File: src/rtl/core_pkg.sv
// Shared core definitions: opcodes, forward-select encodings, hazard FSM states
// and the operand-use decode used by decode, execute and the hazard controller.
package core_pkg;

  localparam logic [3:0] OP_NOP    = 4'h0;
  localparam logic [3:0] OP_SUB    = 4'h1;
  localparam logic [3:0] OP_ADD    = 4'h2;
  localparam logic [3:0] OP_ADDI   = 4'h3;
  localparam logic [3:0] OP_SHLLI  = 4'h4;
  localparam logic [3:0] OP_SHRLI  = 4'h5;
  localparam logic [3:0] OP_JUMP   = 4'h6;
  localparam logic [3:0] OP_JUMPL  = 4'h7;
  localparam logic [3:0] OP_JUMPG  = 4'h8;
  localparam logic [3:0] OP_JUMPE  = 4'h9;
  localparam logic [3:0] OP_JUMPNE = 4'hA;
  localparam logic [3:0] OP_CMP    = 4'hB;
  localparam logic [3:0] OP_LOAD   = 4'hC;
  localparam logic [3:0] OP_LOADI  = 4'hD;
  localparam logic [3:0] OP_STORE  = 4'hE;
  localparam logic [3:0] OP_MOV    = 4'hF;

  localparam logic [1:0] FWD_RF  = 2'b00;
  localparam logic [1:0] FWD_EX  = 2'b01;
  localparam logic [1:0] FWD_MEM = 2'b10;
  localparam logic [1:0] FWD_WB  = 2'b11;

  typedef enum logic [1:0] {
    ST_RUN,
    ST_LDSTALL,
    ST_REDIRECT
  } state_e;

  function automatic logic uses_rs1(input logic [3:0] op);
    case (op)
      OP_SUB, OP_ADD, OP_ADDI, OP_SHLLI, OP_SHRLI, OP_CMP, OP_STORE: uses_rs1 = 1'b1;
      default: uses_rs1 = 1'b0;
    endcase
  endfunction

  function automatic logic uses_rs2(input logic [3:0] op);
    case (op)
      OP_SUB, OP_ADD, OP_CMP, OP_JUMP, OP_STORE, OP_MOV: uses_rs2 = 1'b1;
      default: uses_rs2 = 1'b0;
    endcase
  endfunction

endpackage

File: src/rtl/hazard_match.sv
// Per-operand hazard compare: decodes whether the ID opcode reads this source
// and flags which in-flight producers (EX, MEM, WB) write it.
module hazard_match
  import core_pkg::*;
#(
  parameter bit IS_RS2 = 1'b0
) (
  input  logic       id_valid_i,
  input  logic [3:0] op_i,
  input  logic [4:0] src_i,
  input  logic       ex_valid_i,
  input  logic       ex_we_i,
  input  logic [4:0] ex_rd_i,
  input  logic       mem_valid_i,
  input  logic       mem_we_i,
  input  logic [4:0] mem_rd_i,
  input  logic       wb_valid_i,
  input  logic       wb_we_i,
  input  logic [4:0] wb_rd_i,
  output logic       ex_hit_o,
  output logic       mem_hit_o,
  output logic       wb_hit_o
);

  logic used;

  always_comb begin
    used      = id_valid_i && (IS_RS2 ? uses_rs2(op_i) : uses_rs1(op_i));
    ex_hit_o  = used && ex_valid_i  && ex_we_i  && (ex_rd_i  == src_i);
    mem_hit_o = used && mem_valid_i && mem_we_i && (mem_rd_i == src_i);
    wb_hit_o  = used && wb_valid_i  && wb_we_i  && (wb_rd_i  == src_i);
  end

endmodule

File: src/rtl/hazard_ctrl.sv
// Hazard/redirect controller: forward selects, load-use stalls, jump flush and
// redirect sequencing, saturating event counters. Forwarding under FORWARDING_EN.
module hazard_ctrl
  import core_pkg::*;
#(
  parameter int unsigned CNT_W = 16
) (
  input  logic             clk,
  input  logic             rst,
  input  logic             id_valid,
  input  logic [3:0]       id_op,
  input  logic [4:0]       id_rs1,
  input  logic [4:0]       id_rs2,
  input  logic             ex_valid,
  input  logic             ex_we,
  input  logic [3:0]       ex_op,
  input  logic [4:0]       ex_rd,
  input  logic             mem_valid,
  input  logic             mem_we,
  input  logic [4:0]       mem_rd,
  input  logic             wb_valid,
  input  logic             wb_we,
  input  logic [4:0]       wb_rd,
  input  logic             ex_br_taken,
  output logic             stall_if,
  output logic             stall_id,
  output logic             bubble_ex,
  output logic             flush_id,
  output logic             pc_sel,
  output logic [1:0]       fwd_a,
  output logic [1:0]       fwd_b,
  output logic [CNT_W-1:0] stall_cnt,
  output logic [CNT_W-1:0] flush_cnt
);

`ifdef FORWARDING_EN
  localparam bit FwdEn = 1'b1;
`else
  localparam bit FwdEn = 1'b0;
`endif

  state_e           state_q, state_d;
  logic [CNT_W-1:0] stall_cnt_q, stall_cnt_d, flush_cnt_q, flush_cnt_d;
  logic             a_ex, a_mem, a_wb, b_ex, b_mem, b_wb;
  logic             load_use, hazard, taken, stall;
  logic [1:0]       sel_a, sel_b;

  hazard_match #(.IS_RS2(1'b0)) u_match_a (
    .id_valid_i(id_valid), .op_i(id_op), .src_i(id_rs1),
    .ex_valid_i(ex_valid), .ex_we_i(ex_we), .ex_rd_i(ex_rd),
    .mem_valid_i(mem_valid), .mem_we_i(mem_we), .mem_rd_i(mem_rd),
    .wb_valid_i(wb_valid), .wb_we_i(wb_we), .wb_rd_i(wb_rd),
    .ex_hit_o(a_ex), .mem_hit_o(a_mem), .wb_hit_o(a_wb)
  );

  hazard_match #(.IS_RS2(1'b1)) u_match_b (
    .id_valid_i(id_valid), .op_i(id_op), .src_i(id_rs2),
    .ex_valid_i(ex_valid), .ex_we_i(ex_we), .ex_rd_i(ex_rd),
    .mem_valid_i(mem_valid), .mem_we_i(mem_we), .mem_rd_i(mem_rd),
    .wb_valid_i(wb_valid), .wb_we_i(wb_we), .wb_rd_i(wb_rd),
    .ex_hit_o(b_ex), .mem_hit_o(b_mem), .wb_hit_o(b_wb)
  );

  always_comb begin
    load_use = (ex_op == OP_LOAD) && (a_ex || b_ex);
    sel_a    = a_ex ? FWD_EX : a_mem ? FWD_MEM : a_wb ? FWD_WB : FWD_RF;
    sel_b    = b_ex ? FWD_EX : b_mem ? FWD_MEM : b_wb ? FWD_WB : FWD_RF;
`ifdef FORWARDING_EN
    hazard   = load_use;
`else
    // load_use is a subset of any match; OR-ing it in keeps ex_op observed
    hazard   = a_ex || a_mem || a_wb || b_ex || b_mem || b_wb || load_use;
    sel_a    = FWD_RF;
    sel_b    = FWD_RF;
`endif
    // A jump seen while already redirecting is a squashed slot; ID is being
    // flushed in REDIRECT, so stalling it would only waste a cycle.
    taken    = ex_br_taken && (state_q != ST_REDIRECT);
    stall    = hazard && !taken && (state_q != ST_REDIRECT);

    stall_if  = 1'b0;
    stall_id  = 1'b0;
    bubble_ex = 1'b0;
    flush_id  = 1'b0;
    pc_sel    = 1'b0;
    fwd_a     = FWD_RF;
    fwd_b     = FWD_RF;
    if (!rst) begin
      stall_if  = stall;
      stall_id  = stall;
      bubble_ex = stall || taken;
      flush_id  = taken || (state_q == ST_REDIRECT);
      pc_sel    = (state_q == ST_REDIRECT);
      fwd_a     = sel_a;
      fwd_b     = sel_b;
    end

    state_d = ST_RUN;
    case (state_q)
      ST_RUN:      state_d = taken ? ST_REDIRECT : (stall && FwdEn) ? ST_LDSTALL : ST_RUN;
      ST_LDSTALL:  state_d = taken ? ST_REDIRECT : ST_RUN;
      ST_REDIRECT: state_d = ST_RUN;
      default:     state_d = ST_RUN;
    endcase

    stall_cnt_d = stall_cnt_q;
    flush_cnt_d = flush_cnt_q;
    if (stall_id && (stall_cnt_q != '1)) stall_cnt_d = stall_cnt_q + CNT_W'(1);
    if (taken && (flush_cnt_q != '1))    flush_cnt_d = flush_cnt_q + CNT_W'(1);
  end

  always_ff @(posedge clk) begin
    if (rst) begin
      state_q     <= ST_RUN;
      stall_cnt_q <= '0;
      flush_cnt_q <= '0;
    end else begin
      state_q     <= state_d;
      stall_cnt_q <= stall_cnt_d;
      flush_cnt_q <= flush_cnt_d;
    end
  end

  assign stall_cnt = stall_cnt_q;
  assign flush_cnt = flush_cnt_q;

endmodule
File: config.mk
export PLATFORM = sky130hd
export DESIGN_NAME = hazard_ctrl
export DESIGN_NICKNAME = d
export VERILOG_FILES = /design/src/rtl/core_pkg.sv /design/src/rtl/hazard_match.sv /design/src/rtl/hazard_ctrl.sv
export SDC_FILE = /design/constraint.sdc
export NUM_CORES = 1
export LEC_CHECK = 0
export ABC_AREA = 1
export BUFFER_PORTS_ARGS = -buffer_cell sky130_fd_sc_hd__buf_2
export CAP_MARGIN = 20
export CORE_ASPECT_RATIO = 1.4
export CORE_MARGIN = 1.5
export CORE_UTILIZATION = 55
export CTS_CLUSTER_DIAMETER = 80
export DETAILED_ROUTE_END_ITERATION = 6
export GPL_TIMING_DRIVEN = 1
export HOLD_SLACK_MARGIN = 0.06
export PLACE_DENSITY = 0.94
export SKIP_CTS_REPAIR_TIMING = 1
export SYNTH_ARGS = -nofsm -noshare
export SYNTH_HDL_FRONTEND = slang
export SYNTH_SLANG_ARGS = --single-unit
File: constraint.sdc
create_clock -name clk -period 2.35 [get_ports clk]
set_input_delay 0.1175 -clock clk [delete_from_list [all_inputs] [get_ports clk]]
set_output_delay 0.1175 -clock clk [all_outputs]
set_load 0.05 [all_outputs]
# ---- Yosys cells after proc, flatten, opt, wreduce, memory -nomap -nowiden
# Index checks and enable logic that the tools add are counted.
dict set report totals {
  regBits 34
  wordCells 75
}
dict set report op_classes {
  bitwise_logic 1
  n_addsub 2
  eq_ne 21
  n_reduce_logical 41
  n_mux 7
}
# op n
set ops {}
lappend ops {{16-bit by 1-bit adder with 16-bit output (second input constant)} 2}
lappend ops {{16-bit inequality test (second input constant)} 2}
lappend ops {{5-bit equality test} 6}
lappend ops {{1-bit logical AND} 26}
lappend ops {{4-bit equality test (second input constant)} 4}
lappend ops {{4-bit by 3-bit equality test with 1-bit output (second input constant)} 3}
lappend ops {{1-bit logical OR} 9}
lappend ops {{4-bit by 2-bit equality test with 1-bit output (second input constant)} 2}
lappend ops {{7-bit OR reduction} 1}
lappend ops {{1-bit two-way mux} 6}
lappend ops {{6-bit OR reduction} 1}
lappend ops {{4-bit by 1-bit equality test with 1-bit output (second input constant)} 1}
lappend ops {{2-bit OR reduction} 2}
lappend ops {{2-bit by 1-bit equality test with 1-bit output (second input constant)} 1}
lappend ops {{2-bit equality test (second input constant)} 1}
lappend ops {{2-bit logical NOT} 1}
lappend ops {{2-bit two-way mux} 1}
lappend ops {{2-bit inequality test (second input constant)} 1}
lappend ops {{1-bit logical NOT} 1}
lappend ops {{1-bit inverter} 1}

# ---- Depth between registers and ports, before layout
dict set report logic_depth {
  depth_word 17
  mapped_depth 15
  depth_no_buf 14
}

# ---- Modules after synthesis
# Synthesis repeated with hierarchy kept, for this count alone.
dict set report unflattened {
  hier_cells 515
  hier_area_um2 2803.9
}
# module cells_each seq_area_each_um2 area_per_inst_um2 n_inst
set by_module_without_submodules {}
lappend by_module_without_submodules {hazard_ctrl 328 660.6 2075.7 1}
lappend by_module_without_submodules {{hazard_match at u_match_b} 95 0.0 366.6 1}
lappend by_module_without_submodules {{hazard_match at u_match_a} 92 0.0 361.6 1}

# ---- Worst setup path after synthesis
# No wires, ideal clock.
dict set report synth_timing {
  path_kind {flip-flop to flip-flop}
  startpoint {register stall_cnt_q[0] (netlist: stall_cnt[0])}
  endpoint {register stall_cnt_q[8] (netlist: stall_cnt[8])}
  setup_time_ns 0.113
  path_stages_with_launch 14
  setup_slack_ns 0.309
  t_arrival_ns 1.928
  synth_period_minus_slack_ns 2.041
  required_time_ns 2.237
  path_cell_list {dfxtp_1 ha_1 nand2_1 nor2_2 inv_2 nor2_4 nand3_2 inv_2 nand2_4 buf_6 nand4_2 nand2_1 nand2_1 nor2_1}
}
dict set report synth_between {
  elab_chain_cells 2
  elab_cells_between_ends 3
}
# element line_no
set synth_rtl {}
lappend synth_rtl {{start: declaration} hazard_ctrl.sv:43} ;# logic [CNT_W-1:0] stall_cnt_q, stall_cnt_d, flush_cnt_q, flush_cnt_d;
lappend synth_rtl {{start signal: assignment} hazard_ctrl.sv:119} ;# stall_cnt_q <= stall_cnt_d;
lappend synth_rtl {{parallel branches: the longest is 2 deep, another holds 16-bit by 1-bit adder with 16-bit output} n/a}
# Parallel ways; which one is timed is not known.
# A chain may end at the register's enable or synchronous reset.

# ---- Worst setup path after layout
dict set report layout_timing {
  startpoint {register stall_cnt_q[0] (netlist: stall_cnt[0])}
  endpoint {register stall_cnt_q[7] (netlist: stall_cnt[7])}
}
# Same word-level chain as after synthesis.

==> summary.txt <==
Share of synthesized flip-flops with an asynchronous set or reset - 0%
Crit path kind - reg2reg
Worst Setup End Kind - flop
Remaining global-route overflow - 0
Reg2reg end - stall_cnt[7]
Number of global-route vias before repair - 2592
Final hold violations - 0
Initial core utilization - 57.1%
Vias/cell - 4.99
Area enclosed by the die boundary - 5090 µm²
Routed via count - 2854
RSZ-0062 raised after global routing - false
H-tree levels - 2
Global-route wire length before repair - 9980 µm
Run status - completed
Worst EP required - 2.54 ns
Placed cell area - 2950 µm²
Register clock-pin slew on the reported worst setup and hold paths - 0.07 ns
Fraction of final layout cells sized beyond drive strength 1 - 24.3%
I/O pin total - 84
Net count, final - 554
Worst Hold Endpoint - flush_cnt[15]
Placeable core region - 4500 µm²
Die X-Extent - 60.7 µm
Maximum buffer depth of the clock tree - 2
WP data arrival - 2.02 ns
Clock Root Buffer - sky130_fd_sc_hd__clkbuf_8
Port bufs - 75
Mapped Area - 2570 µm²
Wirelength per Cell - 10.7 µm
Height of the die - 83.8 µm
Post-DP HPWL - 4800 µm
Largest voltage drop on the vdd net - 0.000501 V
Fin crit share - 77.9%
Post-route DRC - 0
Number of diodes added for antenna fixing - 0
First drt pass iteration count - 4
Final TNS setup - 0 ns
Worst Setup Start Kind - flop
Post-Synthesis Cells - 434
Number of register bits inferred by synthesis - 33
Final Instance Count excl. Fillers - 572
Final number of max-transition violations - 0
Clock tree from TritonCTS - done
Fin crit period - 1.83 ns
Critical hold path startpoint - rst
Number of buffers inserted during clock tree synthesis - 5
Number of enable-type register cells in the synthesized netlist - 0
Final Wtd Congestion - 0.871
Antenna violations before repair - 0
Number of maximum-capacitance constraint violations - 0
Insertion delay to the later sink of the worst-skew pair - 0.29 ns
Clock tree sinks - 33
Mean area per synthesized cell - 5.92 µm²
Source of the worst register-to-register timing path - stall_cnt[0]
Count of nets left with antenna violations after detail routing - 0
Post-layout power - 1.36 mW
Fillcell total - 426
CP max FO - 17
Total number of placement rows - 29
Overall fraction of global-route tracks in use - 24.8%
Worst reg2reg setup slack - 0.52 ns
Final count of negative-setup-slack endpoints - 0
Post-synthesis sequential area ratio - 25.7%
Most common flop cell mapped by yosys - sky130_fd_sc_hd__dfxtp_1
Path category of the worst min-delay check - in2reg
Worst Reg-to-Reg Cells - 12
Top area cells in the synthesized netlist - sky130_fd_sc_hd__dfxtp_1 26%, sky130_fd_sc_hd__nand2_1 19%, sky130_fd_sc_hd__inv_1 9.9%
Setup skew after layout - 0.00505 ns
Final Cell Area - 3070 µm²
Leading area contributor after synthesis - sky130_fd_sc_hd__dfxtp_1
Post-Route Utilization - 68.2%
Pin count of the biggest net entering global routing - 22
Total power divided by cell area - 442 nW/µm²
Total of warnings raised by yosys - 0
Leakage power total - 1.62 nW
Number of DRC markers in iteration 0 - 90
Cell count after placement - 564
Maximum operating frequency - 0.546 GHz
Number of distinct library cells after synthesis - 34
Post-synthesis to final-layout area growth - 19.5%
Synth top area share - 25.7%
Hold path depth - 2
Overall routed net length - 6110 µm
==> worst max-delay path, cell delays in order (launching register included) <==
cell                      delay (ns)
sky130_fd_sc_hd__dfxtp_1        0.41
sky130_fd_sc_hd__ha_1           0.20
sky130_fd_sc_hd__nand2_1        0.09
sky130_fd_sc_hd__nor2_2         0.15
sky130_fd_sc_hd__inv_2          0.06
sky130_fd_sc_hd__nor2_4         0.10
sky130_fd_sc_hd__nand3_2        0.11
sky130_fd_sc_hd__inv_2          0.10
sky130_fd_sc_hd__nand2_4        0.14
sky130_fd_sc_hd__nand4_1        0.20
sky130_fd_sc_hd__nand2_1        0.08
sky130_fd_sc_hd__inv_1          0.06
sky130_fd_sc_hd__nor2_1         0.04
==> per-stage QoR <==
step / hold WS (ns) / setup slack [ns]
6_report: 0.204 / 0.519
5_1_grt: 0.224 / 0.355
4_1_cts: 0.197 / 0.537
3_5_place_dp: 0.498 / 0.563
3_3_place_gp: 0.468 / 0.631
2_1_floorplan: 0.197 / 0.309
==> state kept, by name (all words and copies together), names as in the netlist <==
| name | count |
|---|---|
| state_q | 1 |
| flush_cnt | 16 |
| stall_cnt | 16 |
==> cell usage after synthesis, drive strengths merged, types with 2 or more instances <==
cell type  count
a211oi         2
nand3         18
xor2           5
nand2        136
o21bai         9
dfxtp         33
ha             2
clkbuf         2
buf            9
nor2          63
a21oi         12
inv           88
nor3          13
a31oi          2
o21ai         11
xnor2          2
nand4         22
==> area by class of cell <==
class / instances / area [µm²] / area share [%]
well taps: 62 / 77.6 / 2.53
multi-input cells: 304 / 1500 / 48.8
flip-flops and latches: 33 / 661 / 21.5
clock buffers: 7 / 86.3 / 2.81
repair buffers: 76 / 383 / 12.5
clock inverters: 1 / 30.0 / 0.978
inverters: 89 / 334 / 10.9
==> power by group <==
group / total, mW / internal (mW) / switching, mW
Combinational: 0.230 / 0.0774 / 0.153
Sequential: 0.569 / 0.564 / 0.00510
Clock: 0.558 / 0.346 / 0.212
==> placed cells by master (no fill, tap or decap) <==
cell                        netlist  final
sky130_fd_sc_hd__nand2_1        131    131
sky130_fd_sc_hd__buf_2            0     75
sky130_fd_sc_hd__inv_1           68     68
sky130_fd_sc_hd__nor2_1          61     61
sky130_fd_sc_hd__dfxtp_1         33     33
sky130_fd_sc_hd__inv_2           20     20
sky130_fd_sc_hd__nand3_1         17     17
sky130_fd_sc_hd__nand4_1         16     16
sky130_fd_sc_hd__a21oi_1         12     12
sky130_fd_sc_hd__nor3_1          10      9
sky130_fd_sc_hd__o21ai_0          9      9
sky130_fd_sc_hd__o21bai_1         9      9
sky130_fd_sc_hd__nand4_2          6      6
sky130_fd_sc_hd__clkbuf_8         0      6
sky130_fd_sc_hd__xor2_1           5      5
sky130_fd_sc_hd__nor3_2           3      4
sky130_fd_sc_hd__conb_1           1      4
sky130_fd_sc_hd__nand2_4          3      3
sky130_fd_sc_hd__xnor2_1          2      2
sky130_fd_sc_hd__nand2_2          2      2
sky130_fd_sc_hd__o21ai_1          2      2
sky130_fd_sc_hd__a211oi_1         2      2
sky130_fd_sc_hd__ha_1             2      2
sky130_fd_sc_hd__clkinv_1         1      1
sky130_fd_sc_hd__a21boi_4         1      1
sky130_fd_sc_hd__or2_2            1      1
sky130_fd_sc_hd__nor2_2           1      1
sky130_fd_sc_hd__nor2_4           1      1
sky130_fd_sc_hd__nand3_2          1      1
sky130_fd_sc_hd__a31oi_4          1      1
sky130_fd_sc_hd__nor4_1           1      1
sky130_fd_sc_hd__a31oi_1          1      1
sky130_fd_sc_hd__bufinv_16        0      1
sky130_fd_sc_hd__clkbuf_1         2      1
sky130_fd_sc_hd__buf_4            7      1
==> routing by layer <==
layer  up-vias  routed length (µm)  track usage (%)  part of all wire, %
met5         -                   0                0                    0
met2        68                3250             45.1                   53
met1      1289                2430             24.8                   40
li1       1483                   -                -                    -
met4         0                 161             12.6                  2.6
met3        14                 265             5.58                  4.3
==> worst max path at each step <==
stage                    end  slack (ns)    startpoint  depth (start not counted)
2_1_floorplan   stall_cnt[8]        0.31  stall_cnt[0]                         13
3_3_place_gp    stall_cnt[3]        0.63  stall_cnt[0]                         12
3_5_place_dp    stall_cnt[3]        0.56  stall_cnt[0]                         12
4_1_cts        flush_cnt[14]        0.54  flush_cnt[0]                         11
5_1_grt         stall_cnt[3]        0.35  stall_cnt[0]                         12
6_report        stall_cnt[7]        0.52  stall_cnt[0]                         12
==> kinds of logic after synthesis <==
kind of cell / count (synthesis) / synth area share (%)
compound gates: 37 / 9.50
fa+ha+maj: 2 / 0.975
xor+xnor: 7 / 2.39
flops: 33 / 25.7
other cells: 1 / 0.146
buf+inv: 100 / 16.6
simple gates: 254 / 44.7
Power figures use the tool's default switching activity.
